==> config.mk <==
export PLATFORM = sky130hd
export DESIGN_NAME = instruction_loader
export DESIGN_NICKNAME = d
export VERILOG_FILES = /design/src/rtl/instruction_loader_pkg.sv /design/src/rtl/instruction_loader_byte_packer.sv /design/src/rtl/instruction_loader.sv
export SDC_FILE = /design/constraint.sdc
export NUM_CORES = 1
export LEC_CHECK = 0
export CORE_MARGIN = 2
export CORE_UTILIZATION = 48
export CTS_BUF_LIST = sky130_fd_sc_hd__clkbuf_2 sky130_fd_sc_hd__clkbuf_4 sky130_fd_sc_hd__clkbuf_8
export CTS_CLUSTER_DIAMETER = 60
export DETAILED_ROUTE_END_ITERATION = 7
export HOLD_SLACK_MARGIN = 0.12
export PLACE_DENSITY = 0.77
export SETUP_SLACK_MARGIN = 0.02
export SLEW_MARGIN = 15
export SYNTH_ARGS = -nofsm -noshare
export SYNTH_HDL_FRONTEND = slang
export SYNTH_SLANG_ARGS = --single-unit
==> constraint.sdc <==
create_clock -name i_clk -period 3.1 [get_ports i_clk]
set_input_delay 0.775 -clock i_clk [delete_from_list [all_inputs] [get_ports i_clk]]
set_output_delay 0.775 -clock i_clk [all_outputs]
set_load 0.1 [all_outputs]
==> src/rtl/instruction_loader_pkg.sv <==
// Shared constants and state encodings for the instruction loader.
package instruction_loader_pkg;

    localparam int BYTE_SIZE                  = 8;
    localparam int DEFAULT_WORD_SIZE_IN_BYTES = 4;
    localparam int DEFAULT_MEM_SIZE_IN_WORDS  = 64;

    localparam logic [31:0] INSTRUCTION_HALT = 32'hFC000000;

    typedef enum logic [2:0] {
        ST_IDLE    = 3'd0,
        ST_RECEIVE = 3'd1,
        ST_WRITE   = 3'd2,
        ST_DONE    = 3'd3,
        ST_ERROR   = 3'd4
    } loader_state_t;

endpackage

==> src/rtl/instruction_loader_byte_packer.sv <==
// MSB-first byte shift register with a byte index that wraps per word.
module instruction_loader_byte_packer
    import instruction_loader_pkg::*;
#(
    parameter int WORD_SIZE_IN_BYTES = DEFAULT_WORD_SIZE_IN_BYTES,
    localparam int BUS = WORD_SIZE_IN_BYTES * BYTE_SIZE,
    localparam int IW  = (WORD_SIZE_IN_BYTES > 1) ? $clog2(WORD_SIZE_IN_BYTES) : 1
) (
    input  logic                 clk,
    input  logic                 reset,
    input  logic                 clear,
    input  logic                 load_first,
    input  logic                 shift,
    input  logic [BYTE_SIZE-1:0] data,
    output logic [BUS-1:0]       word,
    output logic [IW-1:0]        index,
    output logic                 last
);

    assign last = (index == IW'(WORD_SIZE_IN_BYTES - 1));

    always_ff @(posedge clk) begin
        if (reset || clear) begin
            word  <= '0;
            index <= '0;
        end else if (load_first) begin
            word  <= BUS'(data);
            index <= IW'(1);
        end else if (shift) begin
            word  <= BUS'({word, data});
            index <= last ? '0 : index + IW'(1);
        end
    end

endmodule

==> src/rtl/instruction_loader.sv <==
// Packs UART bytes into instruction words and writes them to instruction memory.
module instruction_loader
    import instruction_loader_pkg::*;
#(
    parameter int WORD_SIZE_IN_BYTES = DEFAULT_WORD_SIZE_IN_BYTES,
    parameter int MEM_SIZE_IN_WORDS  = DEFAULT_MEM_SIZE_IN_WORDS,
    parameter int TIMEOUT_CYCLES     = 100000,
    localparam int BUS = WORD_SIZE_IN_BYTES * BYTE_SIZE,
    localparam int WCW = $clog2(MEM_SIZE_IN_WORDS) + 1,
    localparam int TW  = (TIMEOUT_CYCLES > 1) ? $clog2(TIMEOUT_CYCLES) : 1,
    localparam int IW  = (WORD_SIZE_IN_BYTES > 1) ? $clog2(WORD_SIZE_IN_BYTES) : 1
) (
    input  logic                 i_clk,
    input  logic                 i_reset,
    input  logic                 i_start_load,
    input  logic [BYTE_SIZE-1:0] i_rx_data,
    input  logic                 i_rx_valid,
    input  logic                 i_full_mem,
    output logic                 o_write_mem,
    output logic [BUS-1:0]       o_instruction,
    output logic [WCW-1:0]       o_word_count,
    output logic                 o_loading,
    output logic                 o_done,
    output logic                 o_error
);

    loader_state_t  state;
    loader_state_t  state_next;

    logic [BUS-1:0] word;
    logic [BUS-1:0] last_word;
    logic [IW-1:0]  index;
    logic           last;
    logic [TW-1:0]  to_cnt;
    logic [WCW-1:0] word_cnt;

    logic pk_clear;
    logic pk_load_first;
    logic pk_shift;
    logic to_clear;
    logic to_inc;
    logic wc_clear;
    logic wc_inc;
    logic write;

    instruction_loader_byte_packer #(
        .WORD_SIZE_IN_BYTES(WORD_SIZE_IN_BYTES)
    ) u_packer (
        .clk       (i_clk),
        .reset     (i_reset),
        .clear     (pk_clear),
        .load_first(pk_load_first),
        .shift     (pk_shift),
        .data      (i_rx_data),
        .word      (word),
        .index     (index),
        .last      (last)
    );

    always_ff @(posedge i_clk) begin
        if (i_reset) begin
            state     <= ST_IDLE;
            to_cnt    <= '0;
            word_cnt  <= '0;
            last_word <= '0;
        end else begin
            state <= state_next;
            if (to_clear) begin
                to_cnt <= '0;
            end else if (to_inc) begin
                to_cnt <= to_cnt + TW'(1);
            end
            if (wc_clear) begin
                word_cnt <= '0;
            end else if (wc_inc) begin
                word_cnt <= word_cnt + WCW'(1);
            end
            if (write) begin
                last_word <= word;
            end
        end
    end

    always_comb begin
        state_next    = state;
        pk_clear      = 1'b0;
        pk_load_first = 1'b0;
        pk_shift      = 1'b0;
        to_clear      = 1'b0;
        to_inc        = 1'b0;
        wc_clear      = 1'b0;
        wc_inc        = 1'b0;
        write         = 1'b0;
        unique case (state)
            ST_IDLE, ST_DONE, ST_ERROR: begin
                if (i_start_load) begin
                    state_next = ST_RECEIVE;
                    pk_clear   = 1'b1;
                    to_clear   = 1'b1;
                    wc_clear   = 1'b1;
                end
            end
            ST_RECEIVE: begin
                if (i_rx_valid) begin
                    pk_shift = 1'b1;
                    to_clear = 1'b1;
                    if (last) begin
                        state_next = ST_WRITE;
                    end
                end else if (index != '0) begin
                    // Only a partially received word can time out.
                    if (to_cnt == TW'(TIMEOUT_CYCLES - 1)) begin
                        state_next = ST_ERROR;
                    end else begin
                        to_inc = 1'b1;
                    end
                end
            end
            ST_WRITE: begin
                to_clear = 1'b1;
                if (i_full_mem) begin
                    state_next = ST_ERROR;
                end else begin
                    write  = 1'b1;
                    wc_inc = (word_cnt != '1);
                    if (word == BUS'(INSTRUCTION_HALT)) begin
                        state_next = ST_DONE;
                    end else begin
                        state_next    = ST_RECEIVE;
                        pk_load_first = i_rx_valid;
                    end
                end
            end
            default: begin
                state_next = ST_IDLE;
            end
        endcase
    end

    assign o_write_mem   = write;
    assign o_instruction = (state == ST_WRITE) ? word : last_word;
    assign o_word_count  = word_cnt;
    assign o_loading     = (state == ST_RECEIVE) || (state == ST_WRITE);
    assign o_done        = (state == ST_DONE);
    assign o_error       = (state == ST_ERROR);

endmodule

Yosys cells after proc, flatten, opt, wreduce, memory -nomap -nowiden
Cells that the tools add are included.
{"block": "word_totals", "register_bits": 93, "output_inout_bits": 43, "wordCells": 63}
{"block": "classes", "add_sub_neg": 3, "eq_ne": 12, "muxes": 30, "reduce_logical": 10}
{"cell": "32-bit == test, second input constant", "n": 1}
{"cell": "32-bit 2-to-1 mux", "n": 1}
{"cell": "3-bit 2-to-1 mux", "n": 6}
{"cell": "17-bit by 1-bit adder with 17-bit output, second input constant", "n": 1}
{"cell": "17-bit == test, second input constant", "n": 1}
{"cell": "1-bit 2-to-1 mux", "n": 17}
{"cell": "8-bit 2-to-1 mux", "n": 2}
{"cell": "3-bit case mux with 3 select lines", "n": 1}
{"cell": "7-bit by 1-bit adder with 7-bit output, second input constant", "n": 1}
{"cell": "7-bit != test, second input constant", "n": 1}
{"cell": "3-bit by 2-bit == test with 1-bit output, second input constant", "n": 2}
{"cell": "3-bit != test, second input constant", "n": 2}
{"cell": "2-bit OR reduction", "n": 3}
{"cell": "2-bit 2-to-1 mux", "n": 2}
{"cell": "4-bit AND reduction", "n": 1}
{"cell": "2-bit nonzero test", "n": 2}
{"cell": "3-bit by 1-bit == test with 1-bit output, second input constant", "n": 1}
{"cell": "3-bit == test, second input constant", "n": 1}
{"cell": "3-bit logical NOT", "n": 1}
{"cell": "3-bit by 2-bit != test with 1-bit output, second input constant", "n": 1}
{"cell": "1-bit case mux with 3 select lines", "n": 1}
{"cell": "3-bit OR reduction", "n": 1}
{"cell": "2-bit by 1-bit adder with 2-bit output, second input constant", "n": 1}
{"cell": "2-bit == test, second input constant", "n": 1}
{"cell": "2 further kinds", "n": 3}

Logic depth before layout (Yosys ltp)
Gate-level depths: netlist of run 1.
{"block": "logic_depth", "ltp_word": 5, "ltp_mapped": 9, "ltp_nobuf": 6}

Hierarchy
Synthesis of run 1 repeated with hierarchy kept, for this count alone.
{"block": "hier_totals", "hier_cells": 494, "area_unflattened_um2": 4334.2}
{"mod": "instruction_loader", "n_inst": 1, "cells_per_inst": 370, "area_per_inst_um2": 3040.4}
{"mod": "instruction_loader_byte_packer", "n_inst": 1, "cells_per_inst": 124, "area_per_inst_um2": 1293.7}

Least setup slack after synthesis of run 1
OpenSTA, ideal clock, no wires.
{"block": "synth_timing", "path_type": "in2out", "start": "input port i_full_mem", "end": "output port o_write_mem", "arrival_time_ns": 2.710, "required_time_ns": 2.325, "slack_ns": -0.385, "cell_stages": 4, "cell_sequence": "or4b_2 -> clkbuf_1 -> inv_2 -> clkbuf_1"}
{"block": "synth_via", "elab_chain_len": 2}
{"item": "start, declared", "line": "instruction_loader.sv:18", "source": "input logic i_full_mem,"}
{"item": "1-bit 2-to-1 mux", "line": "instruction_loader.sv:121", "source": "if (i_full_mem) begin"}
{"item": "1-bit 2-to-1 mux", "line": "instruction_loader.sv:94", "source": "unique case (state)"}
{"item": "end, declared", "line": "instruction_loader.sv:19", "source": "output logic o_write_mem,"}
Every way passes these cells.

Final worst setup path of run 1
Same ends and word-level chain as after synthesis.

==> results.json, run 1 <==
{
  "clk_path_buf_depth": 2,
  "grt_overflow": 0,
  "finalCriticalPeriod_ns": 2.95,
  "die_area_um2": 9450,
  "vias_per_cell": 5.67,
  "crit_path_start_kind": "input port",
  "cts_htree_levels": 3,
  "multi_input_area_um2": 2160,
  "cts-root-buf": "clkbuf_8",
  "crit_arrival_ns": 2.17,
  "ys_async_sr_fraction_pct": 0,
  "gp_congestion": 0.867,
  "grt_pass1_vias": 3648,
  "tritoncts": "yes",
  "path_class": "input port to primary output",
  "clock_sinks": 93,
  "synth_area_leader_cell": "dfxtp_1",
  "postCtsSetupRepairBufs": 0,
  "synth_cell_type_count": 42,
  "antenna_found_initial": 0,
  "hp-class": "register to register",
  "fin_util_pct": 61.8,
  "worst_slew_pin_slew_ns": 0.588,
  "endpoint_kind": "primary output",
  "ys_seq_area_share_pct": 44.6,
  "post-place-ws_ns": 0.123,
  "ff_latch_area_um2": 1860,
  "power.total_mw": 2.88,
  "drt_iter0_markers": 236,
  "maxCapViolCount": 0,
  "detailroute.via_count": 3792,
  "clk_pin_slew_ns": 0.09,
  "rows": 34,
  "port_buffers": 55,
  "post_synth_most_frequent_cells": "nand2_1 (127), dfxtp_1 (93), a21oi_1 (79)",
  "routedWlPerCell_um": 14.7,
  "hold_viol": 0,
  "netlist_top_cells_area": "dfxtp_1 (45%), nand2_1 (11%), a21oi_1 (9.5%)",
  "fin_ws_ns": 0.150,
  "fp.dieH_um": 97.2,
  "finalCritPeriodShare_pct": 95.2,
  "syn-cell-area_um2": 4170,
  "ys_ff_latch": 93,
  "grtUsageTotal_pct": 21.3,
  "synth_nets": 528,
  "max-slew-margin-rel_pct": 60.8,
  "synth_top_cell_area_share_pct": 44.6,
  "syn_avg_cell_area_um2": 8.16,
  "die_width_um": 97.2,
  "grt_max_degree": 36,
  "drtPass1Iterations": 4,
  "power_density_nw_per_um2": 541,
  "post_cts_resized": 0,
  "synth_edf_count": 0,
  "worst_ep_required_time_ns": 2.32,
  "clkLatencyLatePin_ns": 0.36,
  "grt_pass1_wl_mm": 16.9,
  "ant_nets": 0,
  "rsz0062_at_grt": "false",
  "dpl.hpwl_mm": 6.69,
  "drc": 0,
  "setup_viol": 0,
  "nets": 573,
  "status": "finished, final reports clean",
  "finalWirelength_mm": 9.81,
  "io_pins": 56,
  "core_um2": 8590,
  "cts_made_buffers": 9,
  "ir_worst_vdd_uv": 343,
  "ctsHoldBuffers": 0,
  "synthToLayoutAreaGrowth_pct": 27.4,
  "crit_path_max_fanout": 3,
  "nFillCells": 754,
  "p_leak_nw": 1.82,
  "yosysMostFrequentCell": "nand2_1",
  "ys.warnings.count": 0,
  "diodes": 0,
  "synthCells": 511,
  "drive_gt1_share_pct": 20.0,
  "slew_violations": 0,
  "clock-skew-final_ns": 0.00810,
  "tns_ns": 0,
  "fmax_mhz": 339,
  "ys.flop_type": "dfxtp_1",
  "start_util_pct": 48.5
}
layer usage:
| layer | GRT usage [%] | wire, um |
|---|---|---|
| met5 | 0 | 0 |
| met4 | 8.01 | 159 |
| met3 | 4.39 | 478 |
| met2 | 34.4 | 4700 |
| met1 | 28.2 | 4470 |
where the power goes:
| group | internal [mW] | leakage (nW) | switching [mW] |
|---|---|---|---|
| Sequential | 1.23 | 0.750 | 0.0506 |
| Clock | 0.305 | 0.0827 | 0.439 |
| Combinational | 0.261 | 0.991 | 0.589 |
| Total | 1.80 | 1.82 | 1.08 |
cell usage in the layout (no fill, tap or decap), types with 5 or more instances in the layout:
cell type / count
xor2_1: 6
or3_1: 8
clkbuf_8: 9
xnor2_1: 8
nor2_1: 19
nand2_1: 127
and3_1: 5
dfxtp_1: 93
clkdlybuf4s50_1: 12
a21oi_1: 79
o21ai_0: 17
nand4_1: 6
nand3_1: 16
buf_4: 24
mux2_2: 32
nor4_1: 11
buf_12: 33
cell type report:
type	instances	share of cell area, %
Multi-Input combinational cell	378	40.7
Sequential cell	93	35.0
Timing Repair Buffer	69	18.1
Tap cell	108	2.54
Clock buffer	10	2.47
Clock inverter	6	0.848
Inverter	5	0.353
worst max-delay path: stages:
cell             delay (ns)
clkdlybuf4s50_1        0.42
or4b_2                 0.66
inv_2                  0.14
buf_12                 0.18
worst paths after layout:
path	startpoint	to	slack, ns	depth (start not counted)
max	i_full_mem	o_write_mem	0.15	4
min	last_word[24]	last_word[24]	0.46	2
max reg2reg	u_packer.index[0]	to_cnt[11]	0.66	6
min reg2reg	last_word[24]	last_word[24]	0.46	2
through the flow:
stage	std cells	cell area [um^2]	hold WS, ns
6_report	669	5310	0.455
5_1_grt	669	5310	0.470
4_1_cts	669	5310	0.457
3_5_place_dp	653	5140	0.444
3_3_place_gp	653	5140	0.439
2_1_floorplan	511	4170	0.434
state kept, by name, indices dropped and copies added, names as in the netlist:
name / flops
last_word: 32
o_word_count: 7
u_packer.word: 32
state: 3
u_packer.index: 2
to_cnt: 17
logic make-up after synthesis:
kind of cell	share of synthesized area [%]
fa+ha+maj	1.20
xor+xnor	2.94
simple gates	25.4
compound gates	13.2
mux	8.88
buf+inv	3.75
flops	44.6
(Power assumes the default switching activity.)
==> inputs of run 2 (changes only) <==
--- a/config.mk
+++ b/config.mk
@@ -5,6 +5,7 @@
 export SDC_FILE = /design/constraint.sdc
 export NUM_CORES = 1
 export LEC_CHECK = 0
+export ABC_CLOCK_PERIOD_IN_PS = 3100
 export CORE_MARGIN = 2
 export CORE_UTILIZATION = 48
 export CTS_BUF_LIST = sky130_fd_sc_hd__clkbuf_2 sky130_fd_sc_hd__clkbuf_4 sky130_fd_sc_hd__clkbuf_8
==> results of run 2 <==
No change in the layout: final DEF, timing and power equal those of run 1.
